===== src/rtl/icache_pkg.sv =====
// -----------------------------------------------------------------------------
// icache_pkg
// Shared definitions for the instruction-cache refill controller:
//   - refill_state_t : refill sequencer states
//   - DEF_*          : default bus/line geometry
//   - OFS / IDX_W    : byte-offset bits of a line and word-index width,
//                      derived from the default geometry
//   - calc_ofs       : byte-offset width for an arbitrary geometry
// -----------------------------------------------------------------------------
package icache_pkg;

  localparam int DEF_ADDR_W     = 32;
  localparam int DEF_DATA_W     = 32;
  localparam int DEF_LINE_WORDS = 4;

  // Number of low address bits covered by one cache line.
  function automatic int calc_ofs(input int line_words, input int data_w);
    return $clog2(line_words * data_w / 8);
  endfunction

  localparam int OFS   = calc_ofs(DEF_LINE_WORDS, DEF_DATA_W);
  localparam int IDX_W = $clog2(DEF_LINE_WORDS);

  typedef enum logic [1:0] {
    IDLE = 2'd0,
    REQ  = 2'd1,
    FILL = 2'd2,
    DONE = 2'd3
  } refill_state_t;

endpackage


===== src/rtl/icache_refill_ctrl_if.sv =====
// -----------------------------------------------------------------------------
// icache_refill_ctrl_if
// Burst-read port between the refill controller and backing memory.
//   mem_req_o    : burst read request (controller -> memory), held until granted
//   mem_addr_o   : line-aligned burst base address (controller -> memory)
//   mem_gnt_i    : memory accepted the request this cycle (memory -> controller)
//   mem_rvalid_i : returned word valid (memory -> controller)
//   mem_rdata_i  : returned word, ascending address order (memory -> controller)
// Modports: master = refill controller, slave = memory side.
// -----------------------------------------------------------------------------
interface icache_refill_ctrl_if
  import icache_pkg::*;
#(
  parameter int ADDR_W = DEF_ADDR_W,
  parameter int DATA_W = DEF_DATA_W
);

  logic              mem_req_o;
  logic [ADDR_W-1:0] mem_addr_o;
  logic              mem_gnt_i;
  logic              mem_rvalid_i;
  logic [DATA_W-1:0] mem_rdata_i;

  modport master (
    output mem_req_o,
    output mem_addr_o,
    input  mem_gnt_i,
    input  mem_rvalid_i,
    input  mem_rdata_i
  );

  modport slave (
    input  mem_req_o,
    input  mem_addr_o,
    output mem_gnt_i,
    output mem_rvalid_i,
    output mem_rdata_i
  );

endinterface


===== src/rtl/icache_refill_ctrl.sv =====
// -----------------------------------------------------------------------------
// icache_refill_ctrl
// Sequences an instruction-cache line refill on a fetch miss: one line-aligned
// burst read, streams returned words into the data array, then pulses the
// tag/valid write. Fetch is stalled for the whole refill.
// Ports:
//   clk_i          : clock, rising edge
//   rst_n_i        : synchronous active-low reset
//   instr_miss_f_i : F-stage lookup missed this cycle
//   miss_addr_i    : byte address of the missing fetch
//   stall_f_o      : stall fetch/PC (combinational with the miss)
//   mem            : burst-read port to backing memory (master side)
//   fill_we_o      : write fill_data_o into the data array
//   fill_idx_o     : word offset within the line being written
//   fill_data_o    : word to write (returned memory data)
//   rep_en_o       : one-cycle tag/valid commit pulse
//   refill_busy_o  : refill in progress
// -----------------------------------------------------------------------------
module icache_refill_ctrl
  import icache_pkg::*;
#(
  parameter  int ADDR_W     = DEF_ADDR_W,
  parameter  int DATA_W     = DEF_DATA_W,
  parameter  int LINE_WORDS = DEF_LINE_WORDS,
  localparam int LINE_IDX_W = $clog2(LINE_WORDS)
) (
  input  logic                  clk_i,
  input  logic                  rst_n_i,
  input  logic                  instr_miss_f_i,
  input  logic [ADDR_W-1:0]     miss_addr_i,
  output logic                  stall_f_o,
  icache_refill_ctrl_if.master  mem,
  output logic                  fill_we_o,
  output logic [LINE_IDX_W-1:0] fill_idx_o,
  output logic [DATA_W-1:0]     fill_data_o,
  output logic                  rep_en_o,
  output logic                  refill_busy_o
);

  localparam int LINE_OFS = calc_ofs(LINE_WORDS, DATA_W);

  // Clears the byte offset inside a line, giving the burst base address.
  localparam logic [ADDR_W-1:0] LINE_MASK =
    ~ADDR_W'((64'd1 << LINE_OFS) - 64'd1);

  localparam logic [LINE_IDX_W-1:0] LAST_IDX = LINE_IDX_W'(LINE_WORDS - 1);

  refill_state_t           r_state;
  refill_state_t           w_state_next;
  logic [LINE_IDX_W-1:0]   r_cnt;
  logic [ADDR_W-1:0]       r_line_addr;
  logic                    w_accept;
  logic                    w_last;

  // A word is taken in FILL, or in REQ when data arrives together with the
  // grant (it is then word 0). Any other rvalid is stray and dropped.
  assign w_accept = mem.mem_rvalid_i &
                    ((r_state == FILL) | ((r_state == REQ) & mem.mem_gnt_i));
  assign w_last   = w_accept & (r_cnt == LAST_IDX);

  // State register
  always_ff @(posedge clk_i) begin
    if (!rst_n_i) begin
      r_state <= IDLE;
    end else begin
      r_state <= w_state_next;
    end
  end

  // Next-state logic
  always_comb begin
    w_state_next = r_state;
    case (r_state)
      IDLE: if (instr_miss_f_i) w_state_next = REQ;
      REQ:  if (mem.mem_gnt_i)  w_state_next = FILL;
      FILL: if (w_last)         w_state_next = DONE;
      DONE:                     w_state_next = IDLE;
      default:                  w_state_next = IDLE;
    endcase
  end

  // Word counter and captured line address
  always_ff @(posedge clk_i) begin
    if (!rst_n_i) begin
      r_cnt       <= '0;
      r_line_addr <= '0;
    end else begin
      // Address is captured only on the miss cycle; later miss_addr_i
      // changes cannot disturb an active burst.
      if ((r_state == IDLE) && instr_miss_f_i) begin
        r_line_addr <= miss_addr_i & LINE_MASK;
      end
      if (w_accept) begin
        r_cnt <= w_last ? '0 : r_cnt + 1'b1;
      end
    end
  end

  // Output decode; everything but stall is forced low while idle.
  always_comb begin
    refill_busy_o  = (r_state != IDLE);
    stall_f_o      = instr_miss_f_i | (r_state != IDLE);
    mem.mem_req_o  = (r_state == REQ);
    mem.mem_addr_o = (r_state != IDLE) ? r_line_addr : '0;
    fill_we_o      = w_accept;
    fill_idx_o     = (r_state != IDLE) ? r_cnt : '0;
    fill_data_o    = (r_state != IDLE) ? mem.mem_rdata_i : '0;
    rep_en_o       = (r_state == DONE);
  end

endmodule


===== src/flat_wrapper.sv =====
// flat-port wrapper written by rule: the top's interface ports become plain ports
module icache_refill_ctrl_flat import icache_pkg::*;
#(
  parameter  int ADDR_W     = DEF_ADDR_W,
  parameter  int DATA_W     = DEF_DATA_W,
  parameter  int LINE_WORDS = DEF_LINE_WORDS,
  localparam int LINE_IDX_W = $clog2(LINE_WORDS)
)
  (clk_i, rst_n_i, instr_miss_f_i, miss_addr_i, stall_f_o, fill_we_o, fill_idx_o, fill_data_o, rep_en_o, refill_busy_o, mem_mem_req_o, mem_mem_addr_o, mem_mem_gnt_i, mem_mem_rvalid_i, mem_mem_rdata_i);
  icache_refill_ctrl_if #(.ADDR_W(ADDR_W), .DATA_W(DATA_W)) mem_i ();
  input  logic clk_i;
  input  logic rst_n_i;
  input  logic instr_miss_f_i;
  input  logic [ADDR_W-1:0] miss_addr_i;
  output logic stall_f_o;
  output logic fill_we_o;
  output logic [LINE_IDX_W-1:0] fill_idx_o;
  output logic [DATA_W-1:0] fill_data_o;
  output logic rep_en_o;
  output logic refill_busy_o;
  output wire logic [$bits(mem_i.mem_req_o)-1:0] mem_mem_req_o;
  output wire logic [$bits(mem_i.mem_addr_o)-1:0] mem_mem_addr_o;
  input wire logic [$bits(mem_i.mem_gnt_i)-1:0] mem_mem_gnt_i;
  input wire logic [$bits(mem_i.mem_rvalid_i)-1:0] mem_mem_rvalid_i;
  input wire logic [$bits(mem_i.mem_rdata_i)-1:0] mem_mem_rdata_i;
  assign mem_mem_req_o = mem_i.mem_req_o;
  assign mem_mem_addr_o = mem_i.mem_addr_o;
  assign mem_i.mem_gnt_i = mem_mem_gnt_i;
  assign mem_i.mem_rvalid_i = mem_mem_rvalid_i;
  assign mem_i.mem_rdata_i = mem_mem_rdata_i;
  icache_refill_ctrl #(.ADDR_W(ADDR_W), .DATA_W(DATA_W), .LINE_WORDS(LINE_WORDS)) u_core (.clk_i(clk_i), .rst_n_i(rst_n_i), .instr_miss_f_i(instr_miss_f_i), .miss_addr_i(miss_addr_i), .stall_f_o(stall_f_o), .mem(mem_i), .fill_we_o(fill_we_o), .fill_idx_o(fill_idx_o), .fill_data_o(fill_data_o), .rep_en_o(rep_en_o), .refill_busy_o(refill_busy_o));
endmodule

===== config.mk =====
export PLATFORM = sky130hd
export DESIGN_NAME = icache_refill_ctrl_flat
export DESIGN_NICKNAME = d
export VERILOG_FILES = /design/src/rtl/icache_pkg.sv /design/src/rtl/icache_refill_ctrl_if.sv /design/src/rtl/icache_refill_ctrl.sv /design/src/flat_wrapper.sv
export SDC_FILE = /design/constraint.sdc
export NUM_CORES = 1
export LEC_CHECK = 0
export ABC_AREA = 1
export BUFFER_PORTS_ARGS = -buffer_cell sky130_fd_sc_hd__buf_2
export CAP_MARGIN = 20
export CORE_AREA = 2 2 71 73
export DETAILED_ROUTE_END_ITERATION = 7
export DIE_AREA = 0 0 73 75
export PLACE_DENSITY = 0.82
export REMOVE_ABC_BUFFERS = 1
export SYNTH_ARGS = -nofsm -noshare
export SYNTH_HDL_FRONTEND = slang
export SYNTH_SLANG_ARGS = --single-unit

===== constraint.sdc =====
create_clock -name clk_i -period 1.5 [get_ports clk_i]
set_input_delay 0.3 -clock clk_i [delete_from_list [all_inputs] [get_ports clk_i]]
set_output_delay 0.3 -clock clk_i [all_outputs]
set_load 0.05 [all_outputs]

Word-level counts from Yosys, hierarchy flattened. Cells that the tools add are included. W data, S select, Z words.

Register bits after elaboration: 32. Logic and storage cells: 28. Input port bits: 69.

Muxes and demuxes: 8. Bitwise gates (word level): 5. Reduce and logical (&&, ||, !) cells: 4. $add $sub $neg: 1. Equal/unequal tests: 7.

Operators with widths (number): $mux W32 (2); $mux W2 (5); $pmux W2 S4 (1); $eq A2 B2 Y1 const B (3); $ne A2 B1 Y1 const B (2); $and A1 B1 Y1 (3); $reduce_and A3 Y1 (1); $add A2 B1 Y2 const B (1); $eq A2 B1 Y1 const B (1); $logic_not A2 Y1 (1); $ne A2 B2 Y1 const B (1); $or A1 B1 Y1 (2); $reduce_bool A2 Y1 (1); $logic_and A1 B1 Y1 (1).

Logic depth before layout (Yosys ltp). Gate-level depths: netlist of the first run.

Depth in word-level cells: 7. Depth in mapped cells: 8. Mapped depth without buffers: 8.

Least setup slack after synthesis of the first run. OpenSTA, ideal clock, no wires.

Path kind: register -> output. Start point: register u_core.r_state[0]. End point: output fill_data_o[0]. Arrival time: 1626 ps. Data required time: 1200 ps. Slack: -426 ps. Buffers on the path: 2. Cell stages (with the launch flop): 6. Path through: dfxtp_1 -> inv_1 -> ha_1 -> buf_4 -> buf_2 -> nor2_1.

Longest elaborated chain between the ends: 2.

RTL lines: start, declared (RTL line icache_refill_ctrl.sv:48) `refill_state_t r_state;`; start signal, assigned (RTL line icache_refill_ctrl.sv:66) `r_state <= w_state_next;`; $reduce_bool A2 Y1 (RTL line icache_refill_ctrl.sv:107) `fill_data_o = (r_state != IDLE) ? mem.mem_rdata_i : '0;`; $mux W32 (RTL line icache_refill_ctrl.sv:107); end, declared (RTL line flat_wrapper.sv:18) `output logic [DATA_W-1:0] fill_data_o;`.

Every way passes these cells.

Worst setup path in the final report of the first run.
Start point: register u_core.r_state[0]. End point: output fill_data_o[6].

The elaborated chain is that of the path after synthesis.

==> flow_summary.json, run 1 <==
{
  "status": "complete, but fails checks",
  "violations": "setup timing",
  "drive_above_1_share": 0.5233,
  "setup_viol": 65,
  "path_class": "register to output pin",
  "crit_arrival_ns": 1.43,
  "drc": 0,
  "cts_sinks": 32,
  "multi_input_area_um2": 970.9,
  "slowest_delay_ns": 0.36,
  "syn2layout_area_growth_pct": 86.74,
  "initial_core_util": 0.3785,
  "final_nets": 481,
  "ant_nets": 0,
  "synthCells": 274,
  "grtUsageMet1": 0.1975,
  "cp.required_ns": 1.20,
  "synth.distinct_cells": 17,
  "cp-end-kind": "output pin",
  "fmax_ghz": 0.5764,
  "insertion_delay_ns": 0.27,
  "cp_slowest_cell": "dfxtp_2",
  "die_w_um": 73,
  "clockPowerShare": 0.082,
  "min_period_ns": 1.735,
  "grt.busiest_layer": "met2",
  "cts_max_path_buffers": 2,
  "ios": 140,
  "io_buffers": 131,
  "ys_ff_latch": 32,
  "avgSynthCellArea_um2": 6.439,
  "htreeDepth": 2,
  "synth_warnings": 0,
  "vias": 2164,
  "swShare": 0.5473,
  "p_int_mw": 3.688,
  "grt_use_met2": 0.4014,
  "pwr-share-seq": 0.144,
  "rows": 25,
  "drt_first_pass_iters": 4,
  "gr-usage-all-layers": 0.1969,
  "regArea_um2": 643.1,
  "routabilityCongestion": 0.9077,
  "final_core_util": 0.7068,
  "n_antenna_cell": 0,
  "routed_wirelength_um": 6618,
  "cts_buffers": 5,
  "coreArea_um2": 4661,
  "grt_antenna_before_repair": 0,
  "p_total_mw": 8.146,
  "relSlewSlack": 0.6318,
  "grt_max_degree": 33,
  "grt_overflow": 0,
  "hold_ws_ns": 0.2892,
  "die_h_um": 75,
  "viasPerCell": 4.694,
  "p_leak_nw": 1.659,
  "nFillCells": 339,
  "cp_max_fo": 24,
  "path_clk_slew_ns": 0.06,
  "grt_pass1_wl_um": 8355,
  "die_area_um2": 5475,
  "hold_viol_final": 0,
  "finalSetupTns_ns": -11.59,
  "irDropWorstVdd_mv": 1.396,
  "crit_chain": "inv_4, ha_4, buf_16, nor2_1, buf_6",
  "power_switching_mw": 4.459,
  "setup_ws_ns": -0.2350,
  "grt.met3_usage": 0.04284,
  "slew_violations": 0,
  "ys_seq_area_frac": 0.3631,
  "syn_area_um2": 1764,
  "pre_cts_ws_ns": -0.02707,
  "cap_violations": 0,
  "root_buffer": "clkbuf_8",
  "cp-start-kind": "register",
  "wl_per_cell_um": 14.36,
  "tightest_slew_ns": 0.5523,
  "clock_skew_ns": 0.003496,
  "comb_power_share": 0.774,
  "first_global_vias": 1883,
  "power_density_nw_per_um2": 2473,
  "hpwl_um": 3463,
  "drt-initial-drc-count": 89,
  "grt_setup_unrepaired": "true",
  "min_path_type": "primary input to register",
  "finalCritPeriodShare": 1.157,
  "cts_tree": "built"
}
-- sequential cells by signal, indices dropped and copies added (netlist names) --
register	flops
u_core.r_cnt	2
u_core.r_line_addr	28
u_core.r_state	2
-- synth_stat cells (all sizes together) --
cell | number | area [um^2]
a21oi | 28 | 140.1
clkbuf | 2 | 10.01
inv | 72 | 270.3
nor2 | 70 | 262.8
o21ai | 30 | 150.1
nand4 | 2 | 12.51
conb | 1 | 3.750
nand3 | 1 | 10.01
dfxtp | 32 | 640.6
buf | 18 | 133.9
nand2 | 12 | 55.06
ha | 6 | 75.07
-- repair_timing --
| item | in CTS | in global routing |
|---|---|---|
| gates cloned | 2 | 0 |
| resized for setup | 150 | 90 |
| setup buffers | 0 | 1 |
| setup endpoints to repair | 79 | 94 |
| hold buffers | 0 | 0 |
| pin swaps | 0 | 0 |
-- cells in the final DEF, fill, tap and decap left out, types with 4 or more instances in the layout --
cell type / n
buf_6: 59
o21ai_0: 4
o21ai_1: 24
nor2_1: 18
nor2_4: 19
dfxtp_1: 30
nand2_1: 9
clkbuf_8: 6
a21oi_1: 28
conb_1: 4
buf_2: 65
buf_8: 8
buf_4: 5
ha_1: 4
inv_1: 69
nor2_2: 33
-- logic make-up after synthesis --
group	share of synthesized area
AOI/OAI and AO/OA	0.1645
and+or+nand+nor	0.1929
buffers and inverters	0.2348
other	0.002126
DFF	0.3631
adders and majority gates	0.04255
-- power by group through the flow --
stage	clock network [mW]	registers, mW	logic [mW]
finish	0.668	1.18	6.30
floorplan	0	1.16	3.11
global placement	0	1.17	4.26
CTS	0.696	1.17	5.54
detailed placement	0	1.17	4.31
global route	0.738	1.20	6.60
-- critical path, delay by kind of cell (launching register included) --
family | cells | cell delay (ns)
adder cells (fa/ha/maj) | 1 | 0.21
flip-flops | 1 | 0.36
AND/OR/NAND/NOR | 1 | 0.17
buffers and inverters | 3 | 0.42
-- per-stage QoR --
stage	std cells	area (um^2)
6_report	461	3294
2_1_floorplan	257	1632
3_5_place_dp	450	2430
4_1_cts	460	3007
3_3_place_gp	450	2430
5_1_grt	461	3294
-- final cells by class --
class | count | area share
Sequential cell | 32 | 0.1952
Tap cell | 54 | 0.02051
Timing Repair Buffer | 142 | 0.3794
Inverter | 72 | 0.08280
Clock buffer | 8 | 0.02735
Multi-Input combinational cell | 153 | 0.2947
-- worst paths after layout --
| path | slack, ns | end | from | depth (start not counted) |
|---|---|---|---|---|
| max | -0.23 | fill_data_o[6] | u_core.r_state[0] | 5 |
| min | 0.29 | u_core.r_line_addr[21] | miss_addr_i[21] | 3 |
| max reg2reg | 0.03 | u_core.r_line_addr[18] | u_core.r_state[1] | 7 |
| min reg2reg | 0.47 | u_core.r_line_addr[30] | u_core.r_line_addr[30] | 2 |
-- layer usage --
layer  vias up  wire length [um]
met5         -                 0
met4         0               151
met3        14               461
met2       114              3696
met1       975              2308
li1       1061                 -
No activity file was read; power rests on OpenSTA's default activity.
==> run 2: changes to the inputs <==
--- a/config.mk
+++ b/config.mk
@@ -13,6 +13,7 @@
 export DIE_AREA = 0 0 73 75
 export PLACE_DENSITY = 0.82
 export REMOVE_ABC_BUFFERS = 1
+export SKIP_CTS_REPAIR_TIMING = 1
 export SYNTH_ARGS = -nofsm -noshare
 export SYNTH_HDL_FRONTEND = slang
 export SYNTH_SLANG_ARGS = --single-unit
==> flow_summary.json, run 2 (synthesis gave the netlist of run 1 again) <==
{
  "slew_violations": 0,
  "viasPerCell": 4.602,
  "cts_tree": "built",
  "insertion_delay_ns": 0.27,
  "status": "complete, but fails checks",
  "die_h_um": 75,
  "initial_core_util": 0.3785,
  "grt_setup_unrepaired": "true",
  "dp_cells": 450,
  "root_buffer": "clkbuf_8",
  "hpwl_um": 3463,
  "relSlewSlack": 0.6639,
  "cap_violations": 0,
  "largest_reg_flops": 28,
  "cts_buffers": 5,
  "cp-start-kind": "register",
  "ios": 140,
  "design_area_um2": 3272,
  "die_area_um2": 5475,
  "power_density_nw_per_um2": 2434,
  "grt_pass1_wl_um": 6603,
  "first_global_vias": 1620,
  "n_antenna_cell": 0,
  "rows": 25,
  "cp_max_fo": 25,
  "ant_nets": 0,
  "final_common_cell": "inv_1",
  "final_cells": 465,
  "largest_register": "u_core.r_line_addr",
  "cts_sinks": 32,
  "irDropWorstVdd_mv": 1.408,
  "cp-end-kind": "output pin",
  "violations": "setup timing",
  "reg_top3": "u_core.r_line_addr: 28 flops, u_core.r_cnt: 2 flops, u_core.r_state: 2 flops",
  "drc": 0,
  "path_class": "register to output pin",
  "vias": 2140,
  "htreeDepth": 2,
  "p_total_mw": 7.965,
  "syn2layout_area_growth_pct": 85.46,
  "min_path_type": "primary input to register",
  "setup_viol": 65,
  "setup_ws_ns": -0.2645,
  "postPlaceCellArea_um2": 2430,
  "io_buffers": 131,
  "cts_max_path_buffers": 2,
  "drt-initial-drc-count": 75,
  "gr-usage-all-layers": 0.1522,
  "cp.required_ns": 1.20,
  "min_period_ns": 1.765,
  "hold_viol_final": 0,
  "drt_first_pass_iters": 4,
  "tightest_slew_ns": 0.5041,
  "die_w_um": 73,
  "pre_cts_ws_ns": -0.02707,
  "grt_overflow": 0,
  "path_clk_slew_ns": 0.06,
  "wl_per_cell_um": 13.23,
  "crit_arrival_ns": 1.46,
  "drive_above_1_share": 0.5231,
  "final_cell_mix": "inv_1, buf_2, buf_6, nor2_2, dfxtp_1",
  "routabilityCongestion": 0.9077,
  "routed_wirelength_um": 6152,
  "grt_max_degree": 50,
  "clock_skew_ns": 0.003801,
  "p_leak_nw": 1.665,
  "coreArea_um2": 4661,
  "grt_antenna_before_repair": 0,
  "finalCritPeriodShare": 1.176,
  "fmax_ghz": 0.5667,
  "final_nets": 485
}
[run 2: cell count changes in the layout (fill, tap and decap cells not counted), moves of 3 or more]
cell	change
nor2_1	+4
o21ai_0	+12
buf_4	+5
o21ai_1	-10
nor2_4	-7
nor2_2	+3
[run 2: final timing paths]
| kind | from | endpoint | slack, ns | cells past startpoint |
|---|---|---|---|---|
| worst max register to register | u_core.r_state[0] | u_core.r_line_addr[5] | 0.02 | 7 |
| worst min register to register | u_core.r_line_addr[15] | u_core.r_line_addr[15] | 0.45 | 2 |
| worst max-delay path | u_core.r_state[0] | fill_data_o[30] | -0.26 | 5 |
| worst min-delay path | miss_addr_i[10] | u_core.r_line_addr[10] | 0.29 | 3 |
[run 2: worst max-delay path: stages, from the launching register on]
cell     delay, ns
dfxtp_2       0.37
inv_4         0.05
ha_4          0.20
buf_12        0.18
nor2_1        0.19
buf_6         0.19
[run 2: where the power goes]
group,leakage [nW],switching (mW),internal [mW]
clock,0.0455,0.291,0.374
combinational,1.35,3.97,2.15
sequential,0.265,0.0937,1.09
[run 2: per-stage QoR]
| stage | util | setup TNS, ns | hold slack [ns] |
|---|---|---|---|
| final | 0.7020 | -10.91 | 0.2926 |
| after global routing | 0.7020 | -14.66 | 0.2846 |
| after CTS | 0.5407 | -18.62 | 0.2833 |
| after detailed placement | 0.5213 | -0.09389 | 0.4446 |
| after global placement | 0.5213 | 0 | 0.4405 |
| after floorplan | - | -112.25 | 0.4213 |
[run 2: cell type report]
cell class | count | area [um^2]
repair buffers | 146 | 1250
flip-flops and latches | 32 | 643.1
multi-input cells | 153 | 945.9
clock buffers | 8 | 90.09
fillers | 344 | 1389
inverters | 72 | 275.3
well taps | 54 | 67.56
[run 2: per-layer routing]
metal | part of all wire | GRT usage | vias to the layer above
li1 | - | - | 1066
met1 | 0.36 | 0.1498 | 967
met2 | 0.56 | 0.3113 | 93
met3 | 0.067 | 0.03748 | 14
met4 | 0.015 | 0.04115 | 0
met5 | 0 | 0 | -
